--- src/rtl/nios_fprint_cpu_oci_dct_packer.sv ---
// nios_fprint_cpu_oci_dct_packer
// Packs 2-bit CPU trace atoms LSB-first into 30-bit DCT frames and hands
// them to the OCI trace sink over a valid/ready handshake. The accumulator
// and the output frame register are separate, so a new frame can be built
// while the previous one waits for the sink.
//
// Ports:
//   clk            system clock, rising edge
//   reset          synchronous, active-high
//   atom_valid     trace atom offered this cycle
//   atom_data      trace atom value
//   atom_ready     packer takes the offered atom this cycle
//   flush          single-cycle request to emit the partial frame
//   test_ending    level; starts the end-of-test drain
//   dct_buffer     packed frame, atom k at bits [2k+1:2k]
//   dct_count      number of valid atoms in dct_buffer
//   dct_valid      frame presented to the sink
//   dct_ready      sink takes the frame this cycle
//   test_has_ended drain complete; sticky until reset
module nios_fprint_cpu_oci_dct_packer #(
  parameter int unsigned ATOM_W = 2,
  parameter int unsigned SLOTS  = 15,
  parameter int unsigned BUF_W  = 30,
  parameter int unsigned CNT_W  = 4
) (
  input  logic              clk,
  input  logic              reset,
  input  logic              atom_valid,
  input  logic [ATOM_W-1:0] atom_data,
  output logic              atom_ready,
  input  logic              flush,
  input  logic              test_ending,
  output logic [BUF_W-1:0]  dct_buffer,
  output logic [CNT_W-1:0]  dct_count,
  output logic              dct_valid,
  input  logic              dct_ready,
  output logic              test_has_ended
);

  localparam logic [CNT_W-1:0] CNT_FULL = CNT_W'(SLOTS);
  localparam logic [CNT_W-1:0] CNT_LAST = CNT_W'(SLOTS - 1);
  localparam logic [CNT_W-1:0] CNT_ONE  = CNT_W'(1);

  // Accumulator side
  logic [BUF_W-1:0] acc;
  logic [CNT_W-1:0] acc_cnt;
  logic             flush_pending;
  logic             ending;

  // Next-state values
  logic [BUF_W-1:0] acc_n;
  logic [CNT_W-1:0] acc_cnt_n;
  logic             flush_pending_n;
  logic             ending_n;
  logic [BUF_W-1:0] dct_buffer_n;
  logic [CNT_W-1:0] dct_count_n;
  logic             dct_valid_n;
  logic             test_has_ended_n;

  // Decode helpers
  logic             accept;
  logic             out_free;
  logic             fill_move;
  logic             drain_req;
  logic             move;
  logic [BUF_W-1:0] acc_ins;

  // Ready depends on registered state only
  assign atom_ready = (acc_cnt < CNT_FULL) && !ending;
  assign accept     = atom_valid && atom_ready;
  assign out_free   = !dct_valid || dct_ready;

  // The atom completing a frame travels with it, giving one-cycle latency
  assign fill_move  = accept && (acc_cnt == CNT_LAST);
  assign drain_req  = (acc_cnt == CNT_FULL) ||
                      ((flush_pending || ending) && (acc_cnt != '0));
  assign move       = out_free && (fill_move || drain_req);

  // Accumulator with the offered atom written into slot acc_cnt
  always_comb begin
    acc_ins = acc;
    for (int unsigned k = 0; k < SLOTS; k++) begin
      if (acc_cnt == CNT_W'(k)) begin
        acc_ins[k*ATOM_W +: ATOM_W] = atom_data;
      end
    end
  end

  // Next-state computation
  always_comb begin
    acc_n            = acc;
    acc_cnt_n        = acc_cnt;
    flush_pending_n  = flush_pending;
    ending_n         = ending | test_ending;
    dct_buffer_n     = dct_buffer;
    dct_count_n      = dct_count;
    dct_valid_n      = dct_valid && !dct_ready;
    test_has_ended_n = test_has_ended;

    if (move) begin
      dct_buffer_n    = fill_move ? acc_ins : acc;
      dct_count_n     = fill_move ? CNT_FULL : acc_cnt;
      dct_valid_n     = 1'b1;
      flush_pending_n = 1'b0;
      acc_n           = '0;
      acc_cnt_n       = '0;
      // An atom taken during a drain move starts the fresh accumulator
      if (accept && !fill_move) begin
        acc_n[ATOM_W-1:0] = atom_data;
        acc_cnt_n         = CNT_ONE;
      end
    end else if (accept) begin
      acc_n     = acc_ins;
      acc_cnt_n = acc_cnt + CNT_ONE;
    end

    if (flush) begin
      flush_pending_n = 1'b1;
    end
    // Nothing left to flush: drop the request so no empty frame is sent
    if (acc_cnt_n == '0) begin
      flush_pending_n = 1'b0;
    end

    if (ending && (acc_cnt_n == '0) && !dct_valid_n) begin
      test_has_ended_n = 1'b1;
    end
  end

  // State registers
  always_ff @(posedge clk) begin
    if (reset) begin
      acc            <= '0;
      acc_cnt        <= '0;
      flush_pending  <= 1'b0;
      ending         <= 1'b0;
      dct_buffer     <= '0;
      dct_count      <= '0;
      dct_valid      <= 1'b0;
      test_has_ended <= 1'b0;
    end else begin
      acc            <= acc_n;
      acc_cnt        <= acc_cnt_n;
      flush_pending  <= flush_pending_n;
      ending         <= ending_n;
      dct_buffer     <= dct_buffer_n;
      dct_count      <= dct_count_n;
      dct_valid      <= dct_valid_n;
      test_has_ended <= test_has_ended_n;
    end
  end

endmodule

--- config.mk ---
export PLATFORM = sky130hd
export DESIGN_NAME = nios_fprint_cpu_oci_dct_packer
export DESIGN_NICKNAME = d
export VERILOG_FILES = /design/src/rtl/nios_fprint_cpu_oci_dct_packer.sv
export SDC_FILE = /design/constraint.sdc
export NUM_CORES = 1
export LEC_CHECK = 0
export ABC_CLOCK_PERIOD_IN_PS = 2530
export CORE_MARGIN = 2
export CORE_UTILIZATION = 49
export DETAILED_ROUTE_END_ITERATION = 8
export PLACE_DENSITY = 0.74
export REMOVE_ABC_BUFFERS = 1
export SETUP_SLACK_MARGIN = 0.05
export SLEW_MARGIN = 20
export SYNTH_ARGS = -nofsm -noshare
export SYNTH_HDL_FRONTEND = slang
export SYNTH_SLANG_ARGS = --single-unit
--- constraint.sdc ---
create_clock -name clk -period 2.53 [get_ports clk]
set_input_delay 0.3795 -clock clk [delete_from_list [all_inputs] [get_ports clk]]
set_output_delay 0.3795 -clock clk [all_outputs]
set_load 0.01 [all_outputs]
# After elaboration in Yosys (flattened, before gate mapping)

Cells that the tools add are included.

Flip-flop bits (word level): 72
Output and inout port bits: 37
Logic and storage cells: 78

Add/subtract/negate cells: 1
Order comparisons: 1
Eq/ne operators: 15
Multiplexer cells: 26
Bitwise gates (word level): 1
Reduce and logical (&&, ||, !) cells: 25

Operators by type and width:

| cell                  | count |
|---|---|
| $mux W2               | 18 |
| $eq A4 B4 Y1 const B  | 8 |
| $mux W30              | 1 |
| $eq A4 B3 Y1 const B  | 4 |
| $mux W4               | 3 |
| $logic_and A1 B1 Y1   | 9 |
| $eq A4 B2 Y1 const B  | 2 |
| $logic_not A4 Y1      | 2 |
| $logic_not A1 Y1      | 5 |
| $add A4 B1 Y4 const B | 1 |
| $eq A4 B1 Y1 const B  | 1 |
| $logic_or A1 B1 Y1    | 4 |
| $lt A4 B4 Y1 const B  | 1 |
| $mux W1               | 4 |
| $reduce_bool A2 Y1    | 2 |
| $reduce_bool A4 Y1    | 1 |
| $reduce_or A2 Y1      | 2 |
| $or A1 B1 Y1          | 1 |

# Depth between registers and ports, before layout

Word-level depth: 11
Gate-level depth with buffers: 8
Mapped depth without buffers: 7

# Worst setup path after synthesis

Ideal clock, no wire load.

Path type: register to register
From: register acc_cnt[0]
To: register test_has_ended
Setup time: 0.070 ns
Data arrival time: 1.824 ns
Setup slack: 0.635 ns
Stages on the path, launching flop included: 8
Path through: dfxtp_1 -> ha_1 -> buf_6 -> a211oi_1 -> o22a_4 -> a21oi_4 -> or4_1 -> a21oi_1

Longest elaborated chain between the ends: 11
Elaborated cells on any way between the ends: 22
Classes of those cells: add/sub: 1; order compare: 1; eq/ne: 2; mux: 4; reduce/logical: 14

Ends and longest elaborated chain:

| what                   | line | text |
|---|---|---|
| from (decl)            | 46   | `logic [CNT_W-1:0] acc_cnt;` |
| from (signal assigned) | 143  | `acc_cnt <= acc_cnt_n;` |
| $lt A4 B4 Y1           | 69   | `assign atom_ready = (acc_cnt < CNT_FULL) && !ending;` |
| $logic_and A1 B1 Y1    | 69   |  |
| $logic_and A1 B1 Y1    | 70   | `assign accept = atom_valid && atom_ready;` |
| $logic_and A1 B1 Y1    | 74   | `assign fill_move = accept && (acc_cnt == CNT_LAST);` |
| $logic_not A1 Y1       | 108  | `if (accept && !fill_move) begin` |
| $logic_and A1 B1 Y1    | 108  |  |
| $mux W1                | 108  |  |
| $mux W4                | 100  | `if (move) begin` |
| $logic_not A4 Y1       | 125  | `if (ending && (acc_cnt_n == '0) && !dct_valid_n) begin` |
| $logic_and A1 B1 Y1    | 125  |  |
| $logic_and A1 B1 Y1 *  | 125  |  |
| to (signal assigned)   | 149  | `test_has_ended <= test_has_ended_n;` |
| to (decl)              | 37   | `output logic test_has_ended` |

Every way passes the cells marked *; elsewhere a longest branch is shown, timed or not.
A chain may end at the register's enable or synchronous reset.

# Final worst setup path

From: register acc_cnt[0]
To: output atom_ready

Longest elaborated chain between the ends: 2

Ends and longest elaborated chain:

| what                | line | text |
|---|---|---|
| $lt A4 B4 Y1        | 69   |  |
| $logic_and A1 B1 Y1 | 69   |  |
| to (decl)           | 30   | `output logic atom_ready,` |

No other way between the ends.

==> metrics.md <==
| Metric | Value |
|---|---|
| # DRC | 0 |
| Post-synth EDFFs | 0 |
| CTS tree | built |
| Commonest cells post-synth | nand2_1 (100), dfxtp_1 (72), a21oi_1 (57) |
| Clock Sinks | 72 |
| Ports | 45 |
| Vias | 2496 |
| Largest net degree at the start of global routing | 32 |
| Slowest library cell on the worst path | clkdlybuf4s50_1 |
| CP required | 2.15 ns |
| Setup Crit Path Kind | reg -> out |
| Placed cell area | 0.00341 mm2 |
| Crit Path Max Fanout | 10 |
| Cell with the most instances after synthesis | nand2_1 |
| Peak VDD IR | 362 uV |
| Register bit total from synthesis | 72 |
| Die Y | 81.2 um |
| Syn Std Cell Area | 0.00292 mm2 |
| Post-route ant nets | 0 |
| Simple-gate share of the synthesized area | 0.247 |
| Yosys warns | 0 |
| Status | completed |
| Synth Area in Compound Gates | 0.161 |
| Area added between synthesis and finish | 22.6% |
| Antenna Cells | 0 |
| Final setup margin | 0.161 ns |
| Main combinational cell family by area after synthesis | simple AND/OR/NAND/NOR gates |
| Post-Route WL | 6.12 mm |
| Gr usage total | 0.204 |
| CP Cell Sequence | ha_1 -> buf_4 -> a31oi_1 -> clkdlybuf4s50_1 |
| Die area | 0.00659 mm2 |
| CP arrival | 1.99 ns |
| Number of port buffers | 44 |
| Iteration count of the initial detailed-routing pass | 4 |
| Leakage power | 1.16 nW |
| Share of post-route cells with drive strength above 1 | 0.0807 |
| Clock skew | 0.00440 ns |
| DP HPWL | 4.12 mm |
| Final net count | 416 |
| Crit. End Element | primary output |
| DR iter-0 viols | 131 |
| Avg Cell Area, Syn | 8.00 um2 |
| Fin. max-slew vios | 0 |
| First-pass GRT wire length | 10.2 mm |
| Clk buf depth | 2 |
| Power per Cell Area | 627 mW/mm2 |
| Initial antenna violation count | 0 |
| Filler Cell Count | 522 |
| Global route overflow | 0 |
| XOR/XNOR Fraction of Synth Area | 0.00600 |
| Final period util | 0.936 |
| Post-CTS setup buffer count | 0 |
| Hold buffer count at cts | 0 |
| Die X | 81.2 um |
| H-tree depth | 3 |
| Skew-Pair Late Insertion Delay | 0.34 ns |
| Element type at the critical path start | register |
| Root Buffer | clkbuf_8 |
| Wire per inst | 12.7 um |
| Hold Vio Cnt, Final | 0 |
| Register area share after synthesis | 0.494 |
| Clk pin slew, worst setup/hold paths | 0.07 ns |
| Initial core utilization | 0.499 |
| Slew @ Worst Pin | 0.679 ns |
| Cells after synthesis | 365 |
| RSZ-0062 raised after global routing | no |
| Final worst path period need | 2.37 ns |
| Async SR Flop Fraction | 0 |
| Ranking of synthesized cells by area | dfxtp_1 (49%), nand2_1 (13%), a21oi_1 (9.8%) |
| Drt via density | 5.16 |
| Final setup vio count | 0 |
| Fin area | 0.00358 mm2 |
| Mux contribution to synthesized area | 0.0206 |
| Max stage delay on crit path | 0.57 ns |
| Netlist cell types | 38 |
| Core area | 0.00585 mm2 |
| Share of the synthesized area in the top cell type | 0.494 |
| Adder-cell share of the synthesized area | 0.0171 |
| Fmax | 422 MHz |
| Largest area contributor in the netlist | dfxtp_1 |
| Number of global-route vias before repair | 2230 |
| Hold/Removal Path Class | reg -> reg |
| Placer's final routability congestion estimate | 0.884 |
| PostCTS Resize Cnt | 0 |
| Row count | 28 |
| Slew HR | 0.546 |
| MaxCap Viol Count | 0 |
| Synth Flop Type | dfxtp_1 |
| Setup WS pre-CTS | 0.225 ns |
| CTS buffer count | 9 |
[metrics by stage]
step                      instances  hold WS, ns  power, mW   util  setup TNS [ns]
after floorplan                 336        0.426       1.37      -           -6.50
after global placement          468        0.438       1.50  0.583               0
after detailed placement        468        0.444       1.50  0.583               0
after CTS                       484        0.454       2.27  0.612               0
after global routing            484        0.460       2.37  0.612               0
final                           484        0.451       2.24  0.612               0
[area by class of cell]
cell class | count | area, um2 | area share
inverters | 6 | 22.5 | 0.00629
flip-flops and latches | 72 | 1440 | 0.403
multi-input cells | 258 | 1320 | 0.368
clock buffers | 12 | 145 | 0.0406
well taps | 75 | 93.8 | 0.0262
clock inverters | 4 | 20.0 | 0.00559
repair buffers | 57 | 538 | 0.150
[power by group]
part           total [mW]  switching [mW]  internal (mW)
logic               0.295           0.181          0.113
registers            1.18          0.0207           1.16
clock network       0.766           0.390          0.376
total                2.24           0.592           1.65
[per-layer routing]
layer	global-route usage	up-vias	part of all wire
li1	-	1307	-
met1	0.257	1136	0.47
met2	0.331	44	0.47
met3	0.0533	9	0.038
met4	0.0847	0	0.018
met5	0	-	0
[state kept, by name, indices dropped and copies added (netlist names)]
register	count
acc	30
acc_cnt	4
flush_pending	1
dct_buffer	30
dct_valid	1
ending	1
dct_count	4
test_has_ended	1
[critical path, delay by kind of cell, from the launching register on]
family	cells	cell delay, ns
adder cells (fa/ha/maj)	1	0.33
AO/OA/AOI/OAI	1	0.18
flip-flops	1	0.35
buffers and inverters	2	0.79
[path summary, 6_finish.rpt]
path | startpoint | end | slack, ns | depth (start not counted)
setup / recovery | acc_cnt[0] | atom_ready | 0.16 | 4
setup reg to reg | acc_cnt[0] | dct_buffer[25] | 0.35 | 7
hold reg to reg | acc[22] | dct_buffer[22] | 0.45 | 2
hold / removal | acc[22] | dct_buffer[22] | 0.45 | 2
[logic make-up (layout without fill, tap and decap cells)]
kind of cell / after synthesis / after routing
adders and majority gates: 4 / 4
AOI/OAI and AO/OA: 80 / 80
xor gates and xnor gates: 2 / 2
buffers and inverters: 35 / 79
muxes: 6 / 6
and+or+nand+nor: 166 / 166
DFF: 72 / 72
[cells in the final DEF, fill, tap and decap left out, drive strengths merged, types with 2 or more instances in the layout]
cell type	count
clkbuf	12
a211oi	5
nand3	29
clkinv	4
mux2i	6
nor3	5
ha	4
inv	6
a311oi	4
nor4	2
a21oi	58
o21ai	5
dfxtp	72
nand4b	2
nand2b	3
nand2	100
xnor2	2
buf	13
nor2b	2
a31oi	2
nor2	18
clkdlybuf4s50	44
(Power assumes the default switching activity.)
